**src/rtl/hazard_stall_ctrl_if.sv**
```systemverilog
// hazard_stall_ctrl_if
//   This interface bundles the hazard-status inputs and the pipeline-control
//   outputs of hazard_stall_ctrl.
//   master : the pipeline side. It drives the ID, EX and MEM status and
//            receives the controls and the counters.
//   slave  : the controller side. It receives the status and drives the
//            controls and the counters.
//   Signals:
//     id_read_a, id_read_b, id_uses_b    ID-stage source operands
//     ex_mem_read, ex_write_reg          ID/EX load status and destination
//     branch_taken, mem_busy             MEM-stage events
//     pc_write, ifid_write, idex_write   pipeline-register load enables
//     idex_bubble, ifid_flush,           nop insertion controls
//     exmem_flush
//     stall_cycles, flush_events         saturating performance counters
interface hazard_stall_ctrl_if #(
  parameter int REG_W = 5,
  parameter int CNT_W = 16
);
  logic [REG_W-1:0] id_read_a;
  logic [REG_W-1:0] id_read_b;
  logic             id_uses_b;
  logic             ex_mem_read;
  logic [REG_W-1:0] ex_write_reg;
  logic             branch_taken;
  logic             mem_busy;
  logic             pc_write;
  logic             ifid_write;
  logic             idex_write;
  logic             idex_bubble;
  logic             ifid_flush;
  logic             exmem_flush;
  logic [CNT_W-1:0] stall_cycles;
  logic [CNT_W-1:0] flush_events;

  modport master (
    output id_read_a, id_read_b, id_uses_b, ex_mem_read, ex_write_reg,
           branch_taken, mem_busy,
    input  pc_write, ifid_write, idex_write, idex_bubble, ifid_flush,
           exmem_flush, stall_cycles, flush_events
  );

  modport slave (
    input  id_read_a, id_read_b, id_uses_b, ex_mem_read, ex_write_reg,
           branch_taken, mem_busy,
    output pc_write, ifid_write, idex_write, idex_bubble, ifid_flush,
           exmem_flush, stall_cycles, flush_events
  );
endinterface

```
**src/rtl/hazard_stall_ctrl.sv**
```systemverilog
// hazard_stall_ctrl
//   This is the pipeline sequencing controller for the 5-stage LEGv8 core.
//   It decodes the load-use stalls, the taken-branch flushes and the
//   data-memory freezes into load, bubble and flush controls. The state is
//   registered and the controls are Mealy outputs, so each control responds
//   in the same cycle as the event that causes it.
//   When events coincide, the priority order is:
//     RESET > mem_busy > branch (taken or pending) > load-use.
//   Ports:
//     CLK    rising-edge clock
//     RESET  synchronous, active-high reset
//     bus    hazard_stall_ctrl_if.slave, which carries the status inputs,
//            the control outputs and the counters
module hazard_stall_ctrl #(
  parameter int          REG_W  = 5,
  parameter int unsigned ZR_REG = 31,
  parameter int          CNT_W  = 16
) (
  input  logic                 CLK,
  input  logic                 RESET,
  hazard_stall_ctrl_if.slave   bus
);

  typedef enum logic [1:0] {
    ST_RUN      = 2'd0,
    ST_LU_STALL = 2'd1,
    ST_FREEZE   = 2'd2
  } state_e;

  localparam logic [CNT_W-1:0] CNT_MAX = {CNT_W{1'b1}};

  state_e           state_q, state_d;
  logic             pend_br_q, pend_br_d;
  logic [CNT_W-1:0] stall_cnt_q, stall_cnt_d;
  logic [CNT_W-1:0] flush_cnt_q, flush_cnt_d;

  logic lu_haz;
  logic flush_apply;
  logic pc_we, ifid_we, idex_we, idex_bub, ifid_fl, exmem_fl;

  // Load-use hazard: a load in EX writes a register that ID reads.
  // A load to XZR never creates a hazard.
  always_comb begin
    lu_haz = bus.ex_mem_read &&
             (bus.ex_write_reg != REG_W'(ZR_REG)) &&
             ((bus.ex_write_reg == bus.id_read_a) ||
              (bus.id_uses_b && (bus.ex_write_reg == bus.id_read_b)));
  end

  // Next-state decode and Mealy control outputs.
  always_comb begin
    pc_we       = 1'b1;
    ifid_we     = 1'b1;
    idex_we     = 1'b1;
    idex_bub    = 1'b0;
    ifid_fl     = 1'b0;
    exmem_fl    = 1'b0;
    flush_apply = 1'b0;
    state_d     = ST_RUN;
    pend_br_d   = pend_br_q;

    if (RESET) begin
      pc_we     = 1'b0;
      ifid_we   = 1'b0;
      idex_we   = 1'b1;
      idex_bub  = 1'b1;
      ifid_fl   = 1'b1;
      exmem_fl  = 1'b1;
      pend_br_d = 1'b0;
      state_d   = ST_RUN;
    end else if (bus.mem_busy) begin
      // The whole pipe holds. A branch seen while frozen is kept for the release cycle.
      pc_we     = 1'b0;
      ifid_we   = 1'b0;
      idex_we   = 1'b0;
      pend_br_d = pend_br_q | bus.branch_taken;
      state_d   = ST_FREEZE;
    end else if (bus.branch_taken || pend_br_q) begin
      // The ID instruction is on the wrong path, so any hazard it raises is moot.
      idex_bub    = 1'b1;
      ifid_fl     = 1'b1;
      exmem_fl    = 1'b1;
      flush_apply = 1'b1;
      pend_br_d   = 1'b0;
      state_d     = ST_RUN;
    end else if (lu_haz && (state_q != ST_LU_STALL)) begin
      // Hold PC and IF/ID for one cycle and send a bubble into EX.
      // After the stall EX holds that bubble, so a new hazard is not taken in LU_STALL.
      pc_we    = 1'b0;
      ifid_we  = 1'b0;
      idex_bub = 1'b1;
      state_d  = ST_LU_STALL;
    end else begin
      state_d = ST_RUN;
    end
  end

  // Saturating counter next values. The counters clear while RESET is high.
  always_comb begin
    stall_cnt_d = stall_cnt_q;
    flush_cnt_d = flush_cnt_q;
    if (RESET) begin
      stall_cnt_d = '0;
      flush_cnt_d = '0;
    end else begin
      if (!pc_we && (stall_cnt_q != CNT_MAX)) begin
        stall_cnt_d = stall_cnt_q + CNT_W'(1);
      end else begin
        stall_cnt_d = stall_cnt_q;
      end
      if (flush_apply && (flush_cnt_q != CNT_MAX)) begin
        flush_cnt_d = flush_cnt_q + CNT_W'(1);
      end else begin
        flush_cnt_d = flush_cnt_q;
      end
    end
  end

  // State, pending-branch and counter registers.
  always_ff @(posedge CLK) begin
    if (RESET) begin
      state_q     <= ST_RUN;
      pend_br_q   <= 1'b0;
      stall_cnt_q <= '0;
      flush_cnt_q <= '0;
    end else begin
      state_q     <= state_d;
      pend_br_q   <= pend_br_d;
      stall_cnt_q <= stall_cnt_d;
      flush_cnt_q <= flush_cnt_d;
    end
  end

  assign bus.pc_write     = pc_we;
  assign bus.ifid_write   = ifid_we;
  assign bus.idex_write   = idex_we;
  assign bus.idex_bubble  = idex_bub;
  assign bus.ifid_flush   = ifid_fl;
  assign bus.exmem_flush  = exmem_fl;
  assign bus.stall_cycles = stall_cnt_q;
  assign bus.flush_events = flush_cnt_q;

endmodule

```
**src/flat_wrapper.sv**
```systemverilog
// flat-port wrapper written by rule: the top's interface ports become plain ports
module hazard_stall_ctrl_flat 
#(
  parameter int          REG_W  = 5,
  parameter int unsigned ZR_REG = 31,
  parameter int          CNT_W  = 16
)
  (CLK, RESET, bus_id_read_a, bus_id_read_b, bus_id_uses_b, bus_ex_mem_read, bus_ex_write_reg, bus_branch_taken, bus_mem_busy, bus_pc_write, bus_ifid_write, bus_idex_write, bus_idex_bubble, bus_ifid_flush, bus_exmem_flush, bus_stall_cycles, bus_flush_events);
  hazard_stall_ctrl_if #(.REG_W(REG_W), .CNT_W(CNT_W)) bus_i ();
  input  logic CLK;
  input  logic RESET;
  input wire logic [$bits(bus_i.id_read_a)-1:0] bus_id_read_a;
  input wire logic [$bits(bus_i.id_read_b)-1:0] bus_id_read_b;
  input wire logic [$bits(bus_i.id_uses_b)-1:0] bus_id_uses_b;
  input wire logic [$bits(bus_i.ex_mem_read)-1:0] bus_ex_mem_read;
  input wire logic [$bits(bus_i.ex_write_reg)-1:0] bus_ex_write_reg;
  input wire logic [$bits(bus_i.branch_taken)-1:0] bus_branch_taken;
  input wire logic [$bits(bus_i.mem_busy)-1:0] bus_mem_busy;
  output wire logic [$bits(bus_i.pc_write)-1:0] bus_pc_write;
  output wire logic [$bits(bus_i.ifid_write)-1:0] bus_ifid_write;
  output wire logic [$bits(bus_i.idex_write)-1:0] bus_idex_write;
  output wire logic [$bits(bus_i.idex_bubble)-1:0] bus_idex_bubble;
  output wire logic [$bits(bus_i.ifid_flush)-1:0] bus_ifid_flush;
  output wire logic [$bits(bus_i.exmem_flush)-1:0] bus_exmem_flush;
  output wire logic [$bits(bus_i.stall_cycles)-1:0] bus_stall_cycles;
  output wire logic [$bits(bus_i.flush_events)-1:0] bus_flush_events;
  assign bus_i.id_read_a = bus_id_read_a;
  assign bus_i.id_read_b = bus_id_read_b;
  assign bus_i.id_uses_b = bus_id_uses_b;
  assign bus_i.ex_mem_read = bus_ex_mem_read;
  assign bus_i.ex_write_reg = bus_ex_write_reg;
  assign bus_i.branch_taken = bus_branch_taken;
  assign bus_i.mem_busy = bus_mem_busy;
  assign bus_pc_write = bus_i.pc_write;
  assign bus_ifid_write = bus_i.ifid_write;
  assign bus_idex_write = bus_i.idex_write;
  assign bus_idex_bubble = bus_i.idex_bubble;
  assign bus_ifid_flush = bus_i.ifid_flush;
  assign bus_exmem_flush = bus_i.exmem_flush;
  assign bus_stall_cycles = bus_i.stall_cycles;
  assign bus_flush_events = bus_i.flush_events;
  hazard_stall_ctrl #(.REG_W(REG_W), .ZR_REG(ZR_REG), .CNT_W(CNT_W)) u_core (.CLK(CLK), .RESET(RESET), .bus(bus_i));
endmodule
```
**config.mk**
```make
export PLATFORM = sky130hd
export DESIGN_NAME = hazard_stall_ctrl_flat
export DESIGN_NICKNAME = d
export VERILOG_FILES = /design/src/rtl/hazard_stall_ctrl_if.sv /design/src/rtl/hazard_stall_ctrl.sv /design/src/flat_wrapper.sv
export SDC_FILE = /design/constraint.sdc
export NUM_CORES = 1
export LEC_CHECK = 0
export BUFFER_PORTS_ARGS = -buffer_cell sky130_fd_sc_hd__buf_2
export CORE_UTILIZATION = 55
export CTS_BUF_LIST = sky130_fd_sc_hd__clkbuf_4
export DETAILED_ROUTE_END_ITERATION = 8
export PLACE_DENSITY = 0.82
export SYNTH_ARGS = -nofsm -noshare
export SYNTH_HDL_FRONTEND = slang
export SYNTH_SLANG_ARGS = --single-unit
```
**constraint.sdc**
```tcl
create_clock -name CLK -period 3.4 [get_ports CLK]
set_clock_uncertainty 0.2 [all_clocks]
set_input_delay 0.68 -clock CLK [delete_from_list [all_inputs] [get_ports CLK]]
set_output_delay 0.68 -clock CLK [all_outputs]
set_load 0.01 [all_outputs]
```
==> results by group, run 1 <==
Pwr
  – Pwr Density: 353 nW/um2
  – VDD IR max: 0.000268 V
  – Pleak: 0.950 nW
  – Total Power: between 0.8 and 0.9 mW

Layout
  – Reg area: ~700 um2
  – Final net count: 305
  – Fin area: around 2300 um2
  – Post-Layout Cell Count: about 330
  – Multi-input gate area: roughly 1100 um2
  – Layout fillers: between 200 and 300
  – Syn-to-layout area delta: 21.0%
  – ANT cells: 0
  – Share of layout cells above drive strength 1: 0.272

Synthesis
  – Synth async-reset ratio: 0
  – Top-count cell post-synth: dfxtp_1
  – Synth Net Count: around 250
  – Synth top area share: 0.372
  – Commonest cells post-synth: dfxtp_1, nor2_1, a21oi_1, nand2_1, o21ai_0
  – Yosys warning count: 0
  – Yosys top cell by area: dfxtp_1
  – Synth unique cells: 40
  – Dominant synthesized flop cell: dfxtp_1
  – Register bit total from synthesis: 35
  – Post-Syn Area: about 1900 um2
  – Synth top area cells: dfxtp_1, a21oi_1, xnor2_1
  – Post-synth EDFFs: 0
  – Synth Area per Inst: roughly 8.4 um2
  – Post-Synthesis Cells: between 200 and 250
  – Post-synthesis sequential area ratio: 0.372

Placement
  – GP Congestion: around 0.78
  – Post-DP HPWL: roughly 3000 um
  – Cells after DPL: between 300 and 400
  – Placed Instance Area: approximately 2200 um2
  – Post-place setup slack: between 0.7 and 0.8 ns
  – Port bufs: 58

STA
  – Worst relative slew slack: 0.691
  – Setup ws final: 0.703 ns
  – Setup TNS Final: 0 ns
  – Fin. max-slew vios: 0
  – Setup violations, final: 0
  – Slew @ Worst Pin: 0.463 ns
  – Final Hold Fails: 0
  – Final min period: approximately 2.7 ns
  – RSZ-0062 raised after global routing: no
  – Max Clk Rate: between 0.3 and 0.4 GHz
  – Final period util: 0.793

Worst setup path
  – Most frequent CP cell: buf_2
  – Critical-path cell list: buf_2 > xnor2_1 > nand3_1 > o22ai_2 > a21oi_1 > buf_2
  – CP Launch Type: input pin
  – Worst path arrival time: between 1.5 and 2 ns
  – Worst-path maximum fanout: 9
  – Worst Path Required: around 2.5 ns
  – Endpoint class of the critical path: output port
  – Setup CP Type: input pin to output port
  – Max incr delay on CP: approximately 0.43 ns
  – Slowest CP cell: o22ai_2

Clock tree
  – Gates resized, CTS repair: 0
  – TritonCTS Sinks: 35
  – CTS Buffer Depth: 2
  – Post-CTS Setup Bufs: 0
  – Clock root buffer master: clkbuf_4
  – TritonCTS clock tree: done
  – CTS buffer count: 5
  – Reg clk slew, reported paths: around 0.10 ns
  – Htree depth: 2
  – Clk_lat worst skew: roughly 0.35 ns
  – CTS Hold Bufs: 0

Global routing
  – GRT Residual Overflow: 0
  – Vias in the first global route: 1628
  – Largest net degree at the start of global routing: 29
  – All-layer global routing usage: 0.244
  – Antenna violations before repair: 0
  – First-pass GRT wire length: approximately 6800 um

Detailed routing
  – DRT iter0 DRCs: 85
  – Vias: ~1800
  – Vias per inst: ~5.6
  – Detail Route Antenna Nets: 0
  – WL/cell: 12.7 um
  – Drt drc: 0
  – Final wirelength: about 4100 um
  – Initial DRT Pass Iterations: 4

Worst hold path
  – HP Class: flop to flop

Floorplanning
  – I/O pin count: between 50 and 60
  – Die span in y: ~61 um
  – Total Die Area: roughly 3700 um2
  – # rows: 20
  – Initial Util: 0.598
  – Core Area: approximately 3200 um2
  – Die X-Extent: 60.5 um

Run
  – Max_cap viols: 0

Status
  – Status: finished clean
## power breakdown
| part | switching, mW | internal [mW] | total, mW |
|---|---|---|---|
| logic | 0.0462 | 0.0370 | 0.0832 |
| registers | 0.00744 | 0.416 | 0.423 |
| clock network | 0.148 | 0.151 | 0.299 |
| total | 0.201 | 0.604 | 0.805 |
## sequential cells by signal, indices dropped and copies added (netlist names)
name and cells:
u_core.state_q 2, u_core.bus.flush_events 16, u_core.bus.stall_cycles 16, u_core.pend_br_q 1
## stage by stage
step | utilization | hold WS [ns]
4_1_cts | 0.723 | 0.318
3_5_place_dp | 0.699 | 0.294
2_1_floorplan | - | 0.311
5_1_grt | 0.723 | 0.330
6_report | 0.723 | 0.309
3_3_place_gp | 0.699 | 0.289
## path summary, 6_finish.rpt
kind / cells past startpoint / start / slack (ns) / endpoint
max reg2reg: 6 / u_core.bus.stall_cycles[3] / 1.03 / u_core.bus.stall_cycles[8]
max: 6 / bus_ex_write_reg[4] / 0.70 / bus_ifid_write
min reg2reg: 2 / u_core.bus.flush_events[9] / 0.31 / u_core.bus.flush_events[9]
min: 2 / u_core.bus.flush_events[9] / 0.31 / u_core.bus.flush_events[9]
## per-layer routing
metal  GRT usage  wire, um  part of all wire  up-vias
met4      0.0779        53             0.013        0
met3      0.0448       171             0.041        7
met1       0.309      1940              0.47      873
met2       0.421      1980              0.48       39
met5           0         0                 0        -
li1            -         -                 -      921
## critical path, delay by kind of cell
family                    cells  cell delay [ns]
and+or+nand+nor               1             0.10
xor gates and xnor gates      1             0.15
buffers and inverters         2             0.29
AOI/OAI and AO/OA             2             0.59
## layout by cell type (no fill, tap or decap), drive strengths merged, types with 2 or more instances in the layout
cell type,n
o31ai,4
mux2,3
nor4,2
a21oi,20
and3,5
ha,2
or4,4
and2,3
o21ai,13
clkinv,2
nor2,23
inv,7
clkbuf,5
nand2,14
xnor2,11
nor2b,5
nand4,11
xor2,10
or2,2
nor3,5
nand3,11
buf,59
or3,13
dfxtp,35
and4,3
## final cells by class
| cell class | instances | area share |
|---|---|---|
| clock inverters | 3 | 0.0170 |
| clock buffers | 5 | 0.0165 |
| repair buffers | 59 | 0.131 |
| multi-input cells | 174 | 0.493 |
| flip-flops and latches | 35 | 0.307 |
| inverters | 7 | 0.0115 |
| well taps | 44 | 0.0241 |
## cell families (layout without fill, tap and decap cells)
family,Yosys count,count (layout),synth area share
muxes,4,4,0.0252
adders and majority gates,2,2,0.0133
and+or+nand+nor,102,102,0.313
xor gates and xnor gates,21,21,0.0976
DFF,35,35,0.372
AOI/OAI and AO/OA,45,45,0.147
buffers and inverters,14,74,0.0319
Note: power is estimated with default switching activity, not from simulation.
==> run 2: changes to the inputs <==
- CORE_UTILIZATION: 55 -> 53
- PLACE_DENSITY: 0.82 -> 0.79
- clock period: 3.4 -> 2.5 ns (I/O delays scaled with it)
==> results by group, run 2 (synthesis results as in run 1) <==
Status
  – Status: finished clean

Detailed routing
  – Vias: 1849 (+0.49%)
  – WL/cell: 12.5 um (-1.0%)
  – Final wirelength: 4200 um (+1.4%)
  – Vias per inst: 5.52 (-1.9%)
  – DRT iter0 DRCs: 72 (-15%)
  – Detail Route Antenna Nets: 0 (unchanged)
  – Initial DRT Pass Iterations: 4 (unchanged)
  – Drt drc: 0 (unchanged)

Layout
  – Syn-to-layout area delta: 22.5%
  – Final Core Density: 0.686 (-0.0366)
  – Most common cell after layout, fill and taps aside: buf_2
  – Final net count: 311 (+2.0%)
  – Multi-input gate area: 1120 um2 (unchanged)
  – Most frequent cells in the layout: buf_2, dfxtp_1, nor2_1
  – Reg area: 701 um2 (unchanged)
  – Layout fillers: 315 (+19%)
  – ANT cells: 0 (unchanged)
  – Share of layout cells above drive strength 1: 0.291 (+0.0186)

Worst setup path
  – Worst path arrival time: 1.67 ns (-0.15 ns)
  – CP Buf/Inv Count: 2 (unchanged)
  – Slowest CP cell: o221ai_1
  – Worst Path Required: 1.80 ns (-0.72 ns)
  – Worst-path maximum fanout: 3 (-6)
  – Critical-path cell list: buf_2 > nand4_1 > o221ai_1 > nor3_1 > a21oi_1 > buf_2
  – Crit Reg-Reg Startpoint: u_core.bus.stall_cycles[10]
  – CP Launch Point: bus_ex_write_reg[4]
  – Most frequent CP cell: buf_2
  – Max incr delay on CP: 0.40 ns (-0.03 ns)
  – Crit-path leading delay family: compound AO/OA/AOI/OAI gates
  – Setup CP Type: input pin to output port
  – CP Launch Type: input pin
  – Endpoint class of the critical path: output port

Global routing
  – GRT Residual Overflow: 0 (unchanged)
  – Vias in the first global route: 1655 (+1.7%)
  – Largest net degree at the start of global routing: 27 (-6.9%)
  – All-layer global routing usage: 0.241 (-0.00347)
  – Antenna violations before repair: 0 (unchanged)
  – First-pass GRT wire length: 6700 um (-1.0%)

Clock tree
  – Post-CTS Setup Bufs: 0 (unchanged)
  – CTS buffer count: 5 (unchanged)
  – Gates resized, CTS repair: 0 (unchanged)
  – Htree depth: 2 (unchanged)
  – TritonCTS clock tree: done
  – Reg clk slew, reported paths: 0.11 ns (about the same)
  – CTS Hold Bufs: 0 (unchanged)
  – Clock root buffer master: clkbuf_4
  – CTS Buffer Depth: 2 (unchanged)
  – TritonCTS Sinks: 35 (unchanged)
  – Clk_lat worst skew: 0.34 ns (about the same)

Worst hold path
  – Hold_sp: bus_mem_busy
  – HP Class: input pin to flop

Floorplanning
  – Total Die Area: 3800 um2 (+3.7%)
  – # rows: 21 (+5.0%)
  – Core Area: 3360 um2 (+6.7%)
  – Die span in y: 61.6 um (+1.8%)
  – I/O pin count: 59 (unchanged)
  – Die X-Extent: 61.6 um (+1.8%)
  – Initial Util: 0.560 (-0.0374)

STA
  – Setup ws final: 0.129 ns (-0.574 ns)
  – Worst relative slew slack: 0.693 (+0.00159)
  – Slew @ Worst Pin: 0.461 ns (-0.00239 ns)
  – Final period util: 0.948
  – Max Clk Rate: around 0.42 GHz
  – Fin. max-slew vios: 0 (unchanged)
  – Final Hold Fails: 0 (unchanged)
  – Setup TNS Final: 0 ns (unchanged)
  – Final min period: roughly 2.4 ns
  – RSZ-0062 raised after global routing: no
  – Setup violations, final: 0 (unchanged)

Pwr
  – Pwr Density: 440 nW/um2 (+25%)
  – VDD IR max: 0.000348 V (+30%)
  – Pleak: 0.974 nW (+2.5%)

Placement
  – Port bufs: 58 (unchanged)
  – GP Congestion: 0.749 (-3.4%)
  – Post-place setup slack: 0.0226 ns (-0.694 ns)
  – Post-DP HPWL: 3100 um (+4.5%)

Run
  – Max_cap viols: 0 (unchanged)
## run 2: cell types whose count changed in the layout (fill, tap and decap cells not counted), sizes merged
cell / before / now
buf: 59 / 65
clkbuf: 5 / 7
bufinv: 1 / 0
clkinv: 2 / 1
## run 2: cell type report
cell class / instances / area share
Clock buffer: 7 / 0.0228
Clock inverter: 1 / 0.00217
Inverter: 7 / 0.0114
Multi-Input combinational cell: 174 / 0.487
Sequential cell: 35 / 0.304
Tap cell: 46 / 0.0249
Timing Repair Buffer: 65 / 0.149
## run 2: routing by layer
metal	global-route usage	vias to the layer above	wire, um
li1	-	928	-
met1	0.282	869	1830
met2	0.413	44	2080
met3	0.0672	8	214
met4	0.0952	0	78
met5	0	-	0
## run 2: path summary, 6_finish.rpt
| check | to | slack, ns | depth (start not counted) |
|---|---|---|---|
| setup reg to reg | u_core.bus.stall_cycles[8] | 0.17 | 6 |
| setup / recovery | bus_pc_write | 0.13 | 6 |
| hold reg to reg | u_core.bus.flush_events[13] | 0.31 | 2 |
| hold / removal | u_core.state_q[1] | 0.27 | 2 |
## run 2: worst register-to-register path, delay by kind of cell, from the launching register on
family / cells / cell delay, ns
flops: 1 / 0.43
simple gates: 4 / 1.01
compound gates: 1 / 0.28
mux: 1 / 0.31
## run 2: report_power, final
group / switching [mW] / internal (mW)
Sequential: 0.00962 / 0.566
Combinational: 0.0634 / 0.0544
Clock: 0.191 / 0.131
## run 2: stage by stage
step | power, mW | std cells | instance area, um2 | hold slack [ns]
final | 1.02 | 335 | 2310 | 0.273
after global routing | 1.06 | 335 | 2310 | 0.270
after CTS | 1.03 | 335 | 2310 | 0.261
after detailed placement | 0.705 | 327 | 2250 | 0.298
after global placement | 0.703 | 327 | 2250 | 0.283
after floorplan | 0.657 | 223 | 1880 | 0.311
